--- src/rtl/fetch_unit.sv ---
// fetch_unit: instruction fetch stage. Owns the PC, reads the icache, hands
// instructions to the F/D latch, parks one instruction while the latch is
// frozen and handles redirect and halt.
module fetch_unit #(
    parameter logic [31:0] PC_INIT = 32'h0000_0000
) (
    input  logic        CLK,
    input  logic        nRST,
    output logic        imemREN,
    output logic [31:0] imemaddr,
    input  logic        ihit,
    input  logic [31:0] imemload,
    input  logic        freeze,
    input  logic        redirect,
    input  logic [31:0] redirect_pc,
    input  logic        halt,
    output logic [31:0] instr_out,
    output logic [31:0] npc_out,
    output logic        valid_out,
    output logic        flush_out,
    output logic        halted
);

    localparam int unsigned XLEN = 32;

    typedef enum logic [1:0] {
        RUN  = 2'd0,
        HOLD = 2'd1,
        HALT = 2'd2
    } state_e;

    state_e            state_q, state_d;
    logic [XLEN-1:0]   pc_q, pc_d;
    logic [XLEN-1:0]   hbuf_instr_q, hbuf_instr_d;
    logic [XLEN-1:0]   hbuf_npc_q, hbuf_npc_d;
    logic              hbuf_valid_q, hbuf_valid_d;
    logic [XLEN-1:0]   pc_plus4_c;
    logic [XLEN-1:0]   redirect_tgt_c;

    // Sequential PC wraps modulo 2^32; redirect targets are word-aligned.
    assign pc_plus4_c     = pc_q + XLEN'(4);
    assign redirect_tgt_c = redirect_pc & 32'hFFFF_FFFC;

    // State, PC and hold buffer registers with synchronous active-low reset.
    always_ff @(posedge CLK) begin
        if (!nRST) begin
            state_q      <= RUN;
            pc_q         <= PC_INIT;
            hbuf_instr_q <= '0;
            hbuf_npc_q   <= '0;
            hbuf_valid_q <= 1'b0;
        end else begin
            state_q      <= state_d;
            pc_q         <= pc_d;
            hbuf_instr_q <= hbuf_instr_d;
            hbuf_npc_q   <= hbuf_npc_d;
            hbuf_valid_q <= hbuf_valid_d;
        end
    end

    // Next-state and combinational outputs; priority halt > redirect > normal.
    always_comb begin
        state_d      = state_q;
        pc_d         = pc_q;
        hbuf_instr_d = hbuf_instr_q;
        hbuf_npc_d   = hbuf_npc_q;
        hbuf_valid_d = hbuf_valid_q;
        imemREN      = 1'b0;
        imemaddr     = pc_q;
        instr_out    = '0;
        npc_out      = '0;
        valid_out    = 1'b0;
        flush_out    = 1'b0;
        halted       = 1'b0;

        if (nRST) begin
            case (state_q)
                RUN: begin
                    imemREN = 1'b1;
                    if (halt) begin
                        state_d      = HALT;
                        hbuf_valid_d = 1'b0;
                    end else if (redirect) begin
                        pc_d         = redirect_tgt_c;
                        hbuf_valid_d = 1'b0;
                        flush_out    = 1'b1;
                    end else if (ihit) begin
                        pc_d = pc_plus4_c;
                        if (!freeze) begin
                            instr_out = imemload;
                            npc_out   = pc_plus4_c;
                            valid_out = 1'b1;
                        end else begin
                            hbuf_instr_d = imemload;
                            hbuf_npc_d   = pc_plus4_c;
                            hbuf_valid_d = 1'b1;
                            state_d      = HOLD;
                        end
                    end
                end
                HOLD: begin
                    if (halt) begin
                        state_d      = HALT;
                        hbuf_valid_d = 1'b0;
                    end else if (redirect) begin
                        pc_d         = redirect_tgt_c;
                        hbuf_valid_d = 1'b0;
                        flush_out    = 1'b1;
                        state_d      = RUN;
                    end else begin
                        instr_out = hbuf_instr_q;
                        npc_out   = hbuf_npc_q;
                        valid_out = hbuf_valid_q;
                        if (!freeze) begin
                            hbuf_valid_d = 1'b0;
                            state_d      = RUN;
                        end
                    end
                end
                HALT: begin
                    halted = 1'b1;
                end
                default: begin
                    state_d = RUN;
                end
            endcase
        end
    end

endmodule

--- config.mk ---
export PLATFORM = sky130hd
export DESIGN_NAME = fetch_unit
export DESIGN_NICKNAME = d
export VERILOG_FILES = /design/src/rtl/fetch_unit.sv
export SDC_FILE = /design/constraint.sdc
export NUM_CORES = 1
export LEC_CHECK = 0
export ABC_AREA = 1
export BUFFER_PORTS_ARGS = -buffer_cell sky130_fd_sc_hd__buf_2
export CORE_ASPECT_RATIO = 1.4
export CORE_UTILIZATION = 52
export CTS_CLUSTER_DIAMETER = 150
export CTS_CLUSTER_SIZE = 24
export DETAILED_ROUTE_END_ITERATION = 7
export PLACE_DENSITY = 0.81
export SLEW_MARGIN = 20
export SYNTH_ARGS = -nofsm -noshare
export SYNTH_HDL_FRONTEND = slang
export SYNTH_SLANG_ARGS = --single-unit
--- constraint.sdc ---
create_clock -name CLK -period 1.8 [get_ports CLK]
set_input_delay 0.27 -clock CLK [delete_from_list [all_inputs] [get_ports CLK]]
set_output_delay 0.27 -clock CLK [all_outputs]
set_load 0.02 [all_outputs]
; After elaboration in Yosys (flattened, before gate mapping)
; Index checks and enable logic that the tools add are counted.
[op_classes]
addsub = 1
n_eq_ne = 12
mux = 54
n_bitwise = 3
n_reduce_logical = 7
[ops]
columns = op, count
row1 = 32-bit 2-to-1 mux, 19
row2 = 32-bit case mux with 2 select lines, 3
row3 = 32-bit by 3-bit adder with 32-bit output (second input constant), 1
row4 = 1-bit 2-to-1 mux, 22
row5 = 5-bit AND reduction, 3
row6 = 2-bit 2-to-1 mux, 7
row7 = 3-bit inequality test (second input constant), 4
row8 = 4-bit inequality test (second input constant), 3
row9 = 2-bit inequality test (second input constant), 3
row10 = 2-bit case mux with 3 select lines, 1
row11 = 1-bit case mux with 2 select lines, 2
row12 = 4-bit AND reduction, 1
row13 = 1-bit inverter, 3
row14 = 2-bit by 1-bit equality test with 1-bit output (second input constant), 1
row15 = 2-bit equality test (second input constant), 1
row16 = 2-bit logical NOT, 1
row17 = 2-bit nonzero test, 1
row18 = 2-bit OR reduction, 1
[word_totals]
register_bits = 99
input_bits = 70
output_inout_bits = 100
wordCells = 82

; Depth between registers and ports, before layout
; Gate-level depths: netlist (run 1).
[depth]
depth_word = 7
mapped_depth = 10
mapped_depth_nobuf = 10

; Least setup slack after synthesis (run 1)
; OpenSTA, ideal clock, no wires.
[synth_timing]
path_kind = reg2out
startpoint = register pc_q[2], in the netlist imemaddr[2]
endpoint = output port npc_out[28]
arrival_ps = 1745
required_time_ps = 1530
setup_slack_ps = -215
path_stages_with_launch = 10
n_path_buf = 0
path_cell_list = dfxtp_1 > ha_1 > nand2_1 > nor2_2 > nand2_2 > nor2_1 > nand3_1 > nand2_1 > nand2_1 > a21oi_1
[synth_via]
elab_chain_cells = 7
[synth_rtl]
columns = element, line_no
row1 = "start, declared", 33  ; logic [XLEN-1:0] pc_q, pc_d;
row2 = "start signal, assigned", 54  ; pc_q <= pc_d;
row3 = 32-bit by 3-bit adder with 32-bit output, 41  ; assign pc_plus4_c = pc_q + XLEN'(4);
row4 = 32-bit 2-to-1 mux, 89  ; if (!freeze) begin
row5 = 32-bit 2-to-1 mux, 87  ; end else if (ihit) begin
row6 = 32-bit 2-to-1 mux, 83  ; end else if (redirect) begin
row7 = 32-bit 2-to-1 mux, 80  ; if (halt) begin
row8 = 32-bit case mux with 2 select lines, 77  ; case (state_q)
row9 = 32-bit 2-to-1 mux, 76  ; if (nRST) begin
row10 = "end, declared", 18  ; output logic [31:0] npc_out,
; No other way between the ends.

; Worst setup path in the final report (run 1)
[layout_timing]
startpoint = register pc_q[17], in the netlist imemaddr[17]
endpoint = output port npc_out[29]
; Same word-level chain as after synthesis.

==> results of run 1 <==
per-layer routing:
metal	GRT usage (%)	vias up	wire, um
met5	0	-	35
met4	19.7	2	3390
met3	5.57	385	4580
met2	62.5	918	13800
met1	42.6	3820	9590
li1	-	3497	-
critical path, cell delays in order, from the launching register on:
cell                      delay [ps]
sky130_fd_sc_hd__dfxtp_1         430
sky130_fd_sc_hd__nand2_1         170
sky130_fd_sc_hd__nor2_2          170
sky130_fd_sc_hd__nand2_1          90
sky130_fd_sc_hd__nor2_1          280
sky130_fd_sc_hd__nand2_1         110
sky130_fd_sc_hd__nand2_1         120
sky130_fd_sc_hd__nand3_2         100
sky130_fd_sc_hd__a21oi_2         180
sky130_fd_sc_hd__buf_6           140
flip-flops by register name, indices dropped and copies added, names as in the netlist:
signal / count
imemaddr: 30
hbuf_npc_q: 30
hbuf_valid_q: 1
state_q: 2
hbuf_instr_q: 32
metrics by stage:
step                std cells  utilization [%]  TNS, ps  worst slack [ps]  hold WS (ps)
floorplan                 914                -    -7.06             -7.06           413
global placement         1282             71.5     -694             -80.0           451
detailed placement       1282             71.5    -1410             -98.7           455
CTS                      1317             80.4   -19290              -381           174
global route             1337             92.0   -40490              -701           170
finish                   1337             92.0   -32720              -645           161
report_power, final:
part           total [W]  switching [W]  internal, W
sequential       0.00233       0.000126      0.00220
combinational    0.00147       0.000903     0.000567
clock            0.00208       0.000957      0.00112
cells in the final DEF (no fill, tap or decap), drive strengths merged, types with 7 or more instances in the layout:
| cell type | instances |
|---|---|
| a21oi | 160 |
| nor2 | 67 |
| nand3 | 37 |
| xor2 | 8 |
| dfxtp | 95 |
| buf | 323 |
| clkbuf | 14 |
| o21a | 13 |
| a22oi | 7 |
| inv | 68 |
| o21ai | 38 |
| nand2 | 347 |
area by class of cell:
| type | instances | area (um2) |
|---|---|---|
| inverters | 67 | 262 |
| repair buffers | 327 | 2780 |
| clock inverters | 6 | 67.6 |
| clock buffers | 10 | 239 |
| well taps | 138 | 173 |
| fillers | 353 | 826 |
| multi-input cells | 694 | 4050 |
| flip-flops and latches | 95 | 1950 |
repair_timing:
item                                    4_1_cts  5_1_grt
gates resized for setup                     139      265
endpoints found under the setup margin       63       68
pin swaps                                    25       76
setup buffers                                15       17
gates cloned                                  4        4
worst paths after layout:
kind	endpoint	slack, ps	cells after the start
setup reg to reg	imemaddr[28]	-410	9
setup / recovery	npc_out[29]	-640	9
hold reg to reg	hbuf_instr_q[18]	470	2
hold / removal	imemaddr[17]	160	3
logic make-up (layout without fill, tap and decap cells):
kind of cell	count (synthesis)	after routing	synth area share (%)
xor gates and xnor gates	8	8	1.26
other	1	4	0.0677
buffers and inverters	125	410	9.64
and+or+nand+nor	459	459	33.2
adders and majority gates	1	1	0.226
DFF	95	95	34.3
AOI/OAI and AO/OA	222	222	21.3
==> out/metrics.yaml, run 1 <==
timing:
  hold_viol_final: 0
  slew-limit-headroom_pct: 59.6
  setup_repair_after_global_routing_missed_its_margin: "yes"
  post-route-min-period_ps: 2440
  finClkSkew_ps: 11.8
  slew_viol_final: 0
  report.final.setup_viol: 81
  period_share_pct: 136
  worstMarginPinSlew_ps: 607
  fmax_ghz: 0.409
  finalWorstSetupSlack_ps: -645
logic_synthesis:
  synth-seq-area-share_pct: 34.3
  largest_cells_by_area_after_synthesis: "sky130_fd_sc_hd__dfxtp_1, sky130_fd_sc_hd__nand2_1, sky130_fd_sc_hd__a21oi_1"
  ys_warn_count: 0
  synthDominantAreaCellType: "sky130_fd_sc_hd__dfxtp_1"
  count_of_flip_flops_with_a_built_in_enable_after_synthesis: 0
  asr_flop_ratio_synth_pct: 0
  postSynth.topFlopCell: "sky130_fd_sc_hd__dfxtp_1"
  register_bit_total_from_synthesis: 95
  yosys.area.top_type_share_pct: 34.3
  synth_area_per_cell_um2: 6.08
  count_of_different_cell_masters_after_synthesis: 29
  synthMostInstantiatedCell: "sky130_fd_sc_hd__nand2_1"
  post_synth_instance_area_um2: 5540
  synth_top_cells_by_count: "sky130_fd_sc_hd__nand2_1, sky130_fd_sc_hd__a21oi_1, sky130_fd_sc_hd__dfxtp_1"
  synthesis.instances: 911
finish:
  layout-area-overhead-vs-synth_pct: 71.9
  layout.nets: 1265
  final_cell_area_um2: 9520
  antenna_cells_inserted: 0
  final_layout_size_suffix_gt1_share_pct: 46.2
cts:
  clk-insertion-delay-late_ps: 380
  clockRootBuffer: "sky130_fd_sc_hd__clkbuf_16"
  cts.sink_count: 95
  cts.hold.buffers_added: 0
  cts-htree-levels: 3
  tritoncts_clock_tree: "yes"
  clkTransAtPathRegs_ps: 80
  cts_max_path_buffers: 2
  numCtsBuffers: 9
detailed_routing:
  drcViolationCount: 60
  vias: 8622
  viasPerCell: 6.45
  post_drt_wl_per_cell_um: 23.5
  drt_first_pass_iters: 8
  drt_total_wl_mm: 31.4
  first_iter_violations: 1292
  drtAntennaViolNets: 0
global_route:
  via_count_of_the_first_global_routing_pass: 6419
  antenna_violations_before_repair: 0
  grt_pass1_wl_mm: 30.5
  grtUsageTotal_pct: 36.3
  grt.overflow.total: 0
  grt_start_max_net_pins: 55
worst_hold_path:
  hp-start: "redirect_pc[17]"
  worst_hold_path_type: "input pin to flop"
die:
  dieWidth_um: 89.2
  start_util_pct: 53.5
  std_cell_rows: 44
  fp.dieH_um: 124
  fp.dieArea_um2: 11100
  core_area_um2: 10300
  io_pins: 170
setup_path:
  timing.critical_path.fanout_max: 3
  crit_required_ps: 1530
  cp-start-kind: "flop"
  critPathCaptureType: "output pin"
  critical_path.reg2reg.startpoint: "state_q[1]"
  path_class: "flop to output pin"
  timing.critical_path.arrival_ps: 2170
  critical_path.startpoint: "imemaddr[17]"
pwr:
  fin_total_pwr_w: 0.00588
  worst_ir_drop_vdd_mv: 0.635
  power_per_cell_area_nw_per_um2: 617
  static-leakage-power_nw: 4.21
run_status:
  run_status: "finished, violations left"
  violated_checks: "DRC, setup timing"
place:
  finalWeightedCongestion: 0.946
  io_buffer_count: 163
  detailed_place.area_um2: 7400
  detailed_place_hpwl_mm: 13.0
run:
  max_cap_violations: 0
No activity file was read; power rests on OpenSTA's default activity.
==> run 2, diff against run 1 <==
Settings changed: CORE_ASPECT_RATIO 1.4 to 2.
==> run 2 against run 1 <==
Net effect: the flow finishes with violations (setup timing); largest power group unchanged; final cell count shrank 1.4%; total power shrank 1.3%; setup slack gained 56 ps; die area grew 0.17%; non-clock buffer count shrank 18; sequential power is essentially flat.
==> out/metrics.yaml, run 2 (synthesis results as in run 1) <==
die:
  dieWidth_um: 75.0  # was 89.2 um
  start_util_pct: 53.2  # was 53.5%
  io_pins: 170  # unchanged
  core_area_um2: 10400  # was 10300 um2
  fp.dieArea_um2: 11100  # about the same
  std_cell_rows: 53  # was 44
  fp.dieH_um: 148  # was 124 um
run_status:
  run_status: "finished, violations left"  # unchanged
  violated_checks: "setup timing"  # was DRC, setup timing
cts:
  clockRootBuffer: "sky130_fd_sc_hd__clkbuf_16"  # unchanged
  clk-insertion-delay-late_ps: 360  # was 380 ps
  cts.sink_count: 95  # unchanged
  clkTransAtPathRegs_ps: 80  # about the same
  cts-htree-levels: 3  # unchanged
  numCtsBuffers: 9  # unchanged
  cts_max_path_buffers: 2  # unchanged
  tritoncts_clock_tree: "yes"  # unchanged
global_route:
  grt_start_max_net_pins: 54  # was 55
  antenna_violations_before_repair: 0  # unchanged
  via_count_of_the_first_global_routing_pass: 7041  # was 6419
  grtUsageTotal_pct: 38.7  # was 36.3%
  grt_pass1_wl_mm: 32.8  # was 30.5 mm
  grt.overflow.total: 0  # unchanged
detailed_routing:
  viasPerCell: 6.08  # was 6.45
  drtAntennaViolNets: 0  # unchanged
  post_drt_wl_per_cell_um: 20.0  # was 23.5 um
  drcViolationCount: 0  # was 60
  drt_first_pass_iters: 8  # unchanged
  drt_total_wl_mm: 26.3  # was 31.4 mm
  vias: 8019  # was 8622
  first_iter_violations: 941  # was 1292
place:
  finalWeightedCongestion: 1.01  # was 0.946
  placement.setup.worst_slack_ps: -124  # was -98.7 ps
  detailed_place_hpwl_mm: 13.6  # was 13.0 mm
  dp.cells: 1278  # was 1282
  detailed_place.area_um2: 7350  # was 7400 um2
  io_buffer_count: 163  # unchanged
finish:
  most-common-layout-cells: "sky130_fd_sc_hd__nand2_1, sky130_fd_sc_hd__buf_4, sky130_fd_sc_hd__a21oi_1, sky130_fd_sc_hd__buf_2, sky130_fd_sc_hd__dfxtp_1"  # unchanged
  layout-area-overhead-vs-synth_pct: 62.1  # was 71.9%
  largest_reg_flops: 32  # unchanged
  final-instance-count-excl-fill: 1318  # was 1337
  final_cell_area_um2: 8980  # was 9520 um2
  final_layout_size_suffix_gt1_share_pct: 42.5  # was 46.2%
  top_register: "hbuf_instr_q"  # unchanged
  layout.nets: 1247  # was 1265
  antenna_cells_inserted: 0  # unchanged
  mostFrequentLayoutCell: "sky130_fd_sc_hd__nand2_1"  # unchanged
  nFillCells: 525  # was 353
setup_path:
  cp-start-kind: "flop"  # unchanged
  slowest_stage: "sky130_fd_sc_hd__dfxtp_4"  # was sky130_fd_sc_hd__dfxtp_1
  timing.critical_path.fanout_max: 3  # unchanged
  r2r_cells: 9  # unchanged
  critPathCaptureType: "output pin"  # unchanged
  timing.critical_path.arrival_ps: 2120  # was 2170 ps
  cpPeakStageDelay_ps: 400  # was 430 ps
  path_cells: "ha_4 > nand2_4 > nor2_4 > nand3b_1 > xor2_1 > nand2_1 > a21oi_2 > buf_6"  # was nand2_1 > nor2_2 > nand2_1 > nor2_1 > nand2_1 > nand2_1 > nand3_2 > a21oi_2 > buf_6
  crit_required_ps: 1530  # about the same
  path_class: "flop to output pin"  # unchanged
pwr:
  static-leakage-power_nw: 4.01  # was 4.21 nW
  sequentialPowerShare_pct: 39.8  # was 39.6%
  p_switching_w: 0.00184  # was 0.00199 W
  comb_power_share_pct: 23.0  # was 25.0%
  worst_ir_drop_vdd_mv: 0.647  # was 0.635 mV
  cellInternalPower_w: 0.00396  # was 0.00389 W
  power_per_cell_area_nw_per_um2: 646  # was 617 nW/um2
  fraction_of_power_consumed_by_the_clock_network_pct: 37.2  # was 35.4%
  power_switching_share_pct: 31.7  # was 33.8%
timing:
  slew_viol_final: 0  # unchanged
  period_share_pct: 133  # was 136%
  report.final.setup_viol: 69  # was 81
  fin_hold_ws_ps: 155  # was 161 ps
  slew-limit-headroom_pct: 60.5  # was 59.6%
  post-route-min-period_ps: 2390  # was 2440 ps
  setup_repair_after_global_routing_missed_its_margin: "yes"  # unchanged
  tns_ps: -27480  # was -32720 ps
  finalWorstSetupSlack_ps: -589  # was -645 ps
  worstMarginPinSlew_ps: 593  # was 607 ps
  hold_viol_final: 0  # unchanged
  finClkSkew_ps: 10.8  # was 11.8 ps
  fmax_ghz: 0.419  # was 0.409 GHz
run:
  max_cap_violations: 0  # unchanged
worst_hold_path:
  holdPathStages: 3  # unchanged
  worst_hold_path_type: "input pin to flop"  # unchanged
[run 2: cell types whose count changed in the layout (fill, tap and decap cells not counted), moves of 6 or more]
| cell | before | now |
|---|---|---|
| sky130_fd_sc_hd__a21oi_1 | 105 | 120 |
| sky130_fd_sc_hd__a21oi_2 | 48 | 35 |
| sky130_fd_sc_hd__buf_4 | 137 | 167 |
| sky130_fd_sc_hd__buf_6 | 69 | 24 |
| sky130_fd_sc_hd__dfxtp_2 | 10 | 17 |
| sky130_fd_sc_hd__dfxtp_4 | 10 | 4 |
| sky130_fd_sc_hd__nand2_1 | 285 | 297 |
| sky130_fd_sc_hd__nand2_4 | 28 | 20 |
[run 2: worst max-delay path: cells and delay by family (launching register included)]
family	cells	cell delay (ps)
XOR/XNOR	1	310
adder cells (fa/ha/maj)	1	160
flip-flops	1	400
AO/OA/AOI/OAI	1	180
buffers and inverters	1	140
AND/OR/NAND/NOR	4	560
[run 2: path summary, 6_finish.rpt]
| path | endpoint | startpoint | slack, ps |
|---|---|---|---|
| min | hbuf_instr_q[20] | imemload[20] | 160 |
| max reg2reg | hbuf_npc_q[20] | imemaddr[3] | -100 |
| max | npc_out[12] | imemaddr[3] | -590 |
| min reg2reg | hbuf_instr_q[10] | hbuf_instr_q[10] | 460 |
[run 2: stage by stage]
step / power (W) / utilization, %
floorplan: 0.00287 / -
global placement: 0.00336 / 70.6
detailed placement: 0.00338 / 70.6
CTS: 0.00554 / 79.6
global route: 0.00595 / 86.2
finish: 0.00580 / 86.2
[run 2: repair_timing]
action                     in CTS  in global routing
hold buffers                    0                  0
setup endpoints to repair      65                104
pin swaps                      21                 61
resized for setup             144                153
cloned                          3                  5
setup buffers                  12                  8
[run 2: cell type report]
type	count	area (um2)	share of cell area [%]
Clock inverter	6	90.1	1.00
Multi-Input combinational cell	694	3850	42.9
Tap cell	137	171	1.91
Inverter	67	256	2.86
Sequential cell	95	1940	21.6
Clock buffer	10	229	2.55
Timing Repair Buffer	309	2440	27.2
[run 2: power groups by stage]
stage	logic [W]	registers [W]	clock network, W
2_1_floorplan	0.000472	0.00240	0
3_3_place_gp	0.00104	0.00232	0
3_5_place_dp	0.00106	0.00232	0
4_1_cts	0.00116	0.00229	0.00210
5_1_grt	0.00141	0.00231	0.00223
6_report	0.00134	0.00231	0.00216
[run 2: layer usage]
metal | global-route usage, % | vias to the layer above | share of wire [%]
li1 | - | 3450 | -
met1 | 39.5 | 3631 | 32
met2 | 67.6 | 672 | 47
met3 | 5.86 | 266 | 10
met4 | 29.2 | 0 | 11
met5 | 0 | - | 0
==> run 3, diff against run 2 <==
Settings changed: BUFFER_PORTS_ARGS -buffer_cell sky130_fd_sc_hd__buf_2 to -buffer_cell sky130_fd_sc_hd__clkbuf_2, CORE_ASPECT_RATIO 2 to 0.9, CORE_UTILIZATION 52 to 56, PLACE_DENSITY 0.81 to 0.86.
Clock period 1.8 ns to 2.99 ns, I/O delays scaled along.
==> run 3 against run 2 <==
Net effect: the flow now finishes without violations; global-route usage down 7.7 points; wire length down 38%; combinational power down 63%; sequential power down 40%; design area down 26%; final cell count down 11%; clock skew down 2.1 ps; setup slack better by 870 ps; worst hold slack better by 160 ps; critical endpoint is now npc_out[26]; largest cell class unchanged.
==> out/metrics.yaml, run 3 (synthesis results as in run 1) <==
worst_hold_path:
  hp-start: "imemload[17]"  # was imemload[20]
  timing.hold.worst_endpoint: "hbuf_instr_q[17]"  # was hbuf_instr_q[20]
  worst_hold_path_type: "input pin to flop"  # unchanged
  holdPathStages: 3  # unchanged
timing:
  worstMarginPinSlew_ps: 1050  # was 593 ps
  slew-limit-headroom_pct: 30.2  # was 60.5%
  setup_repair_after_global_routing_missed_its_margin: "no"  # was yes
  fmax_ghz: 0.369
  post-route-min-period_ps: 2710
  finalWorstSetupSlack_ps: 277  # was -589 ps
  tns_ps: 0  # was -27480 ps
  slew_viol_final: 0  # unchanged
  fin_hold_ws_ps: 312  # was 155 ps
  finClkSkew_ps: 8.65  # was 10.8 ps
  period_share_pct: 90.8
  hold_viol_final: 0  # unchanged
  report.final.setup_viol: 0  # was 69
global_route:
  grtUsageTotal_pct: 31.0  # was 38.7%
  via_count_of_the_first_global_routing_pass: 5132  # was 7041
  grt_start_max_net_pins: 56  # was 54
  grt.overflow.total: 0  # unchanged
  grt_pass1_wl_mm: 25.1  # was 32.8 mm
  antenna_violations_before_repair: 0  # unchanged
pwr:
  worst_ir_drop_vdd_mv: 0.339  # was 0.647 mV
  power_per_cell_area_nw_per_um2: 418  # was 646 nW/um2
  fin_total_pwr_w: 0.00276  # was 0.00580 W
  static-leakage-power_nw: 2.90  # was 4.01 nW
cts:
  numCtsBuffers: 9  # unchanged
  cts.sink_count: 95  # unchanged
  clockRootBuffer: "sky130_fd_sc_hd__clkbuf_8"  # was sky130_fd_sc_hd__clkbuf_16
  cts-htree-levels: 3  # unchanged
  clk-insertion-delay-late_ps: 370  # was 360 ps
  cts.hold.buffers_added: 0  # unchanged
  tritoncts_clock_tree: "yes"  # unchanged
  postCtsSetupBuffers: 0  # was 12
  clkTransAtPathRegs_ps: 90  # was 80 ps
  cts_max_path_buffers: 2  # unchanged
setup_path:
  worst_r2r_endpoint: "imemaddr[9]"  # was hbuf_npc_q[20]
  crit_required_ps: 2540  # was 1530 ps
  path_cells: "nand2_1 > nor2_1 > nand2_1 > nor2_1 > nand2_1 > nand2_1 > nand3_1 > a21oi_1 > clkbuf_2"  # was ha_4 > nand2_4 > nor2_4 > nand3b_1 > xor2_1 > nand2_1 > a21oi_2 > buf_6
  timing.critical_path.arrival_ps: 2260  # was 2120 ps
  path_class: "flop to output pin"  # unchanged
  timing.critical_path.fanout_max: 5  # was 3
  critPathCaptureType: "output pin"  # unchanged
  cp-start-kind: "flop"  # unchanged
  r2r_cells: 5  # was 9
  critical_path.reg2reg.startpoint: "state_q[0]"  # was imemaddr[3]
  critPathMostFrequentCell: "sky130_fd_sc_hd__nand2_1"
  cpPeakStageDelay_ps: 460  # was 400 ps
  regToRegSetupSlack_ps: 960  # was -100 ps
  slowest_stage: "sky130_fd_sc_hd__dfxtp_1"  # was sky130_fd_sc_hd__dfxtp_4
finish:
  layout-area-overhead-vs-synth_pct: 19.2  # was 62.1%
  largest_reg_flops: 32  # unchanged
  antenna_cells_inserted: 0  # unchanged
  final_layout_size_suffix_gt1_share_pct: 20.4  # was 42.5%
  top_register: "hbuf_instr_q"  # unchanged
  layout.nets: 1118  # was 1247
  most-common-layout-cells: "sky130_fd_sc_hd__nand2_1, sky130_fd_sc_hd__clkbuf_2, sky130_fd_sc_hd__a21oi_1, sky130_fd_sc_hd__dfxtp_1, sky130_fd_sc_hd__inv_1"  # was sky130_fd_sc_hd__nand2_1, sky130_fd_sc_hd__buf_4, sky130_fd_sc_hd__a21oi_1, sky130_fd_sc_hd__buf_2, sky130_fd_sc_hd__dfxtp_1
  mostFrequentLayoutCell: "sky130_fd_sc_hd__nand2_1"  # unchanged
die:
  fp.dieArea_um2: 10300  # was 11100 um2
  fp.dieH_um: 96.4  # was 148 um
  dieWidth_um: 107  # was 75.0 um
  core_area_um2: 9660  # was 10400 um2
  std_cell_rows: 34  # was 53
  io_pins: 170  # unchanged
  start_util_pct: 57.4  # was 53.2%
detailed_routing:
  drcViolationCount: 0  # unchanged
  vias: 6330  # was 8019
  drt_first_pass_iters: 8  # unchanged
  viasPerCell: 5.38  # was 6.08
  post_drt_wl_per_cell_um: 13.9  # was 20.0 um
  drtAntennaViolNets: 0  # unchanged
  drt_total_wl_mm: 16.4  # was 26.3 mm
  first_iter_violations: 555  # was 941
place:
  io_buffer_count: 163  # unchanged
  detailed_place_hpwl_mm: 11.3  # was 13.6 mm
  finalWeightedCongestion: 0.976  # was 1.01
  placement.setup.worst_slack_ps: 617  # was -124 ps
run:
  max_cap_violations: 0  # unchanged
run_status:
  run_status: "finished clean"  # was finished, violations left
==> run 3: cell count changes in the layout (fill, tap and decap cells not counted), sizes merged <==
| cell | change |
|---|---|
| clkinvlp | -1 |
| inv | -1 |
| buf | -287 |
| clkinv | +2 |
| clkbuf | +158 |
| bufinv | -1 |
==> run 3: stage by stage <==
step	instance area, um2	std cells	util [%]
floorplan	5550	914	-
global placement	6410	1162	66.3
detailed placement	6410	1162	66.3
CTS	6600	1177	68.4
global route	6610	1177	68.4
finish	6610	1177	68.4
==> run 3: layout make-up <==
cell class / instances / area, um2
sequential: 95 / 1900
inverter: 67 / 251
tap: 126 / 158
multi-input combinational: 694 / 3130
fill: 898 / 3050
clock buffer: 10 / 138
clock inverter: 5 / 57.6
timing repair buffer: 180 / 968
==> run 3: what timing repair did <==
action                     in CTS  in global routing
hold endpoints to repair        0                  0
setup endpoints to repair       0                  2
gates resized for setup         0                  2
==> run 3: layer usage <==
layer  GRT usage (%)  wire, um  vias to the layer above
li1                -         -                     3181
met1            42.0      7060                     2806
met2            50.2      7510                      319
met3            6.84      1570                       24
met4            7.88       253                        0
met5               0         0                        -
==> run 3: worst max-delay path by stage <==
stage                 start           to  depth (start not counted)
5_1_grt         imemaddr[2]  npc_out[28]                         10
6_report       imemaddr[16]  npc_out[26]                          9
2_1_floorplan   imemaddr[2]  npc_out[28]                          9
3_3_place_gp    imemaddr[2]  npc_out[22]                         10
3_5_place_dp    imemaddr[2]  npc_out[22]                         10
4_1_cts         imemaddr[2]  npc_out[22]                         10
==> run 3: power by group <==
| group | switching [W] | total, W | leakage (nW) | internal, W |
|---|---|---|---|---|
| sequential | 0.0000670 | 0.00139 | 0.774 | 0.00132 |
| combinational | 0.000333 | 0.000497 | 2.02 | 0.000164 |
| clock | 0.000467 | 0.000874 | 0.103 | 0.000407 |
| total | 0.000867 | 0.00276 | 2.90 | 0.00190 |
==> run 3: worst max-delay path: cells and delay by family, from the launching register on <==
family	cells	cell delay, ps
AND/OR/NAND/NOR	7	1030
buffers and inverters	1	210
AO/OA/AOI/OAI	1	190
flip-flops	1	460
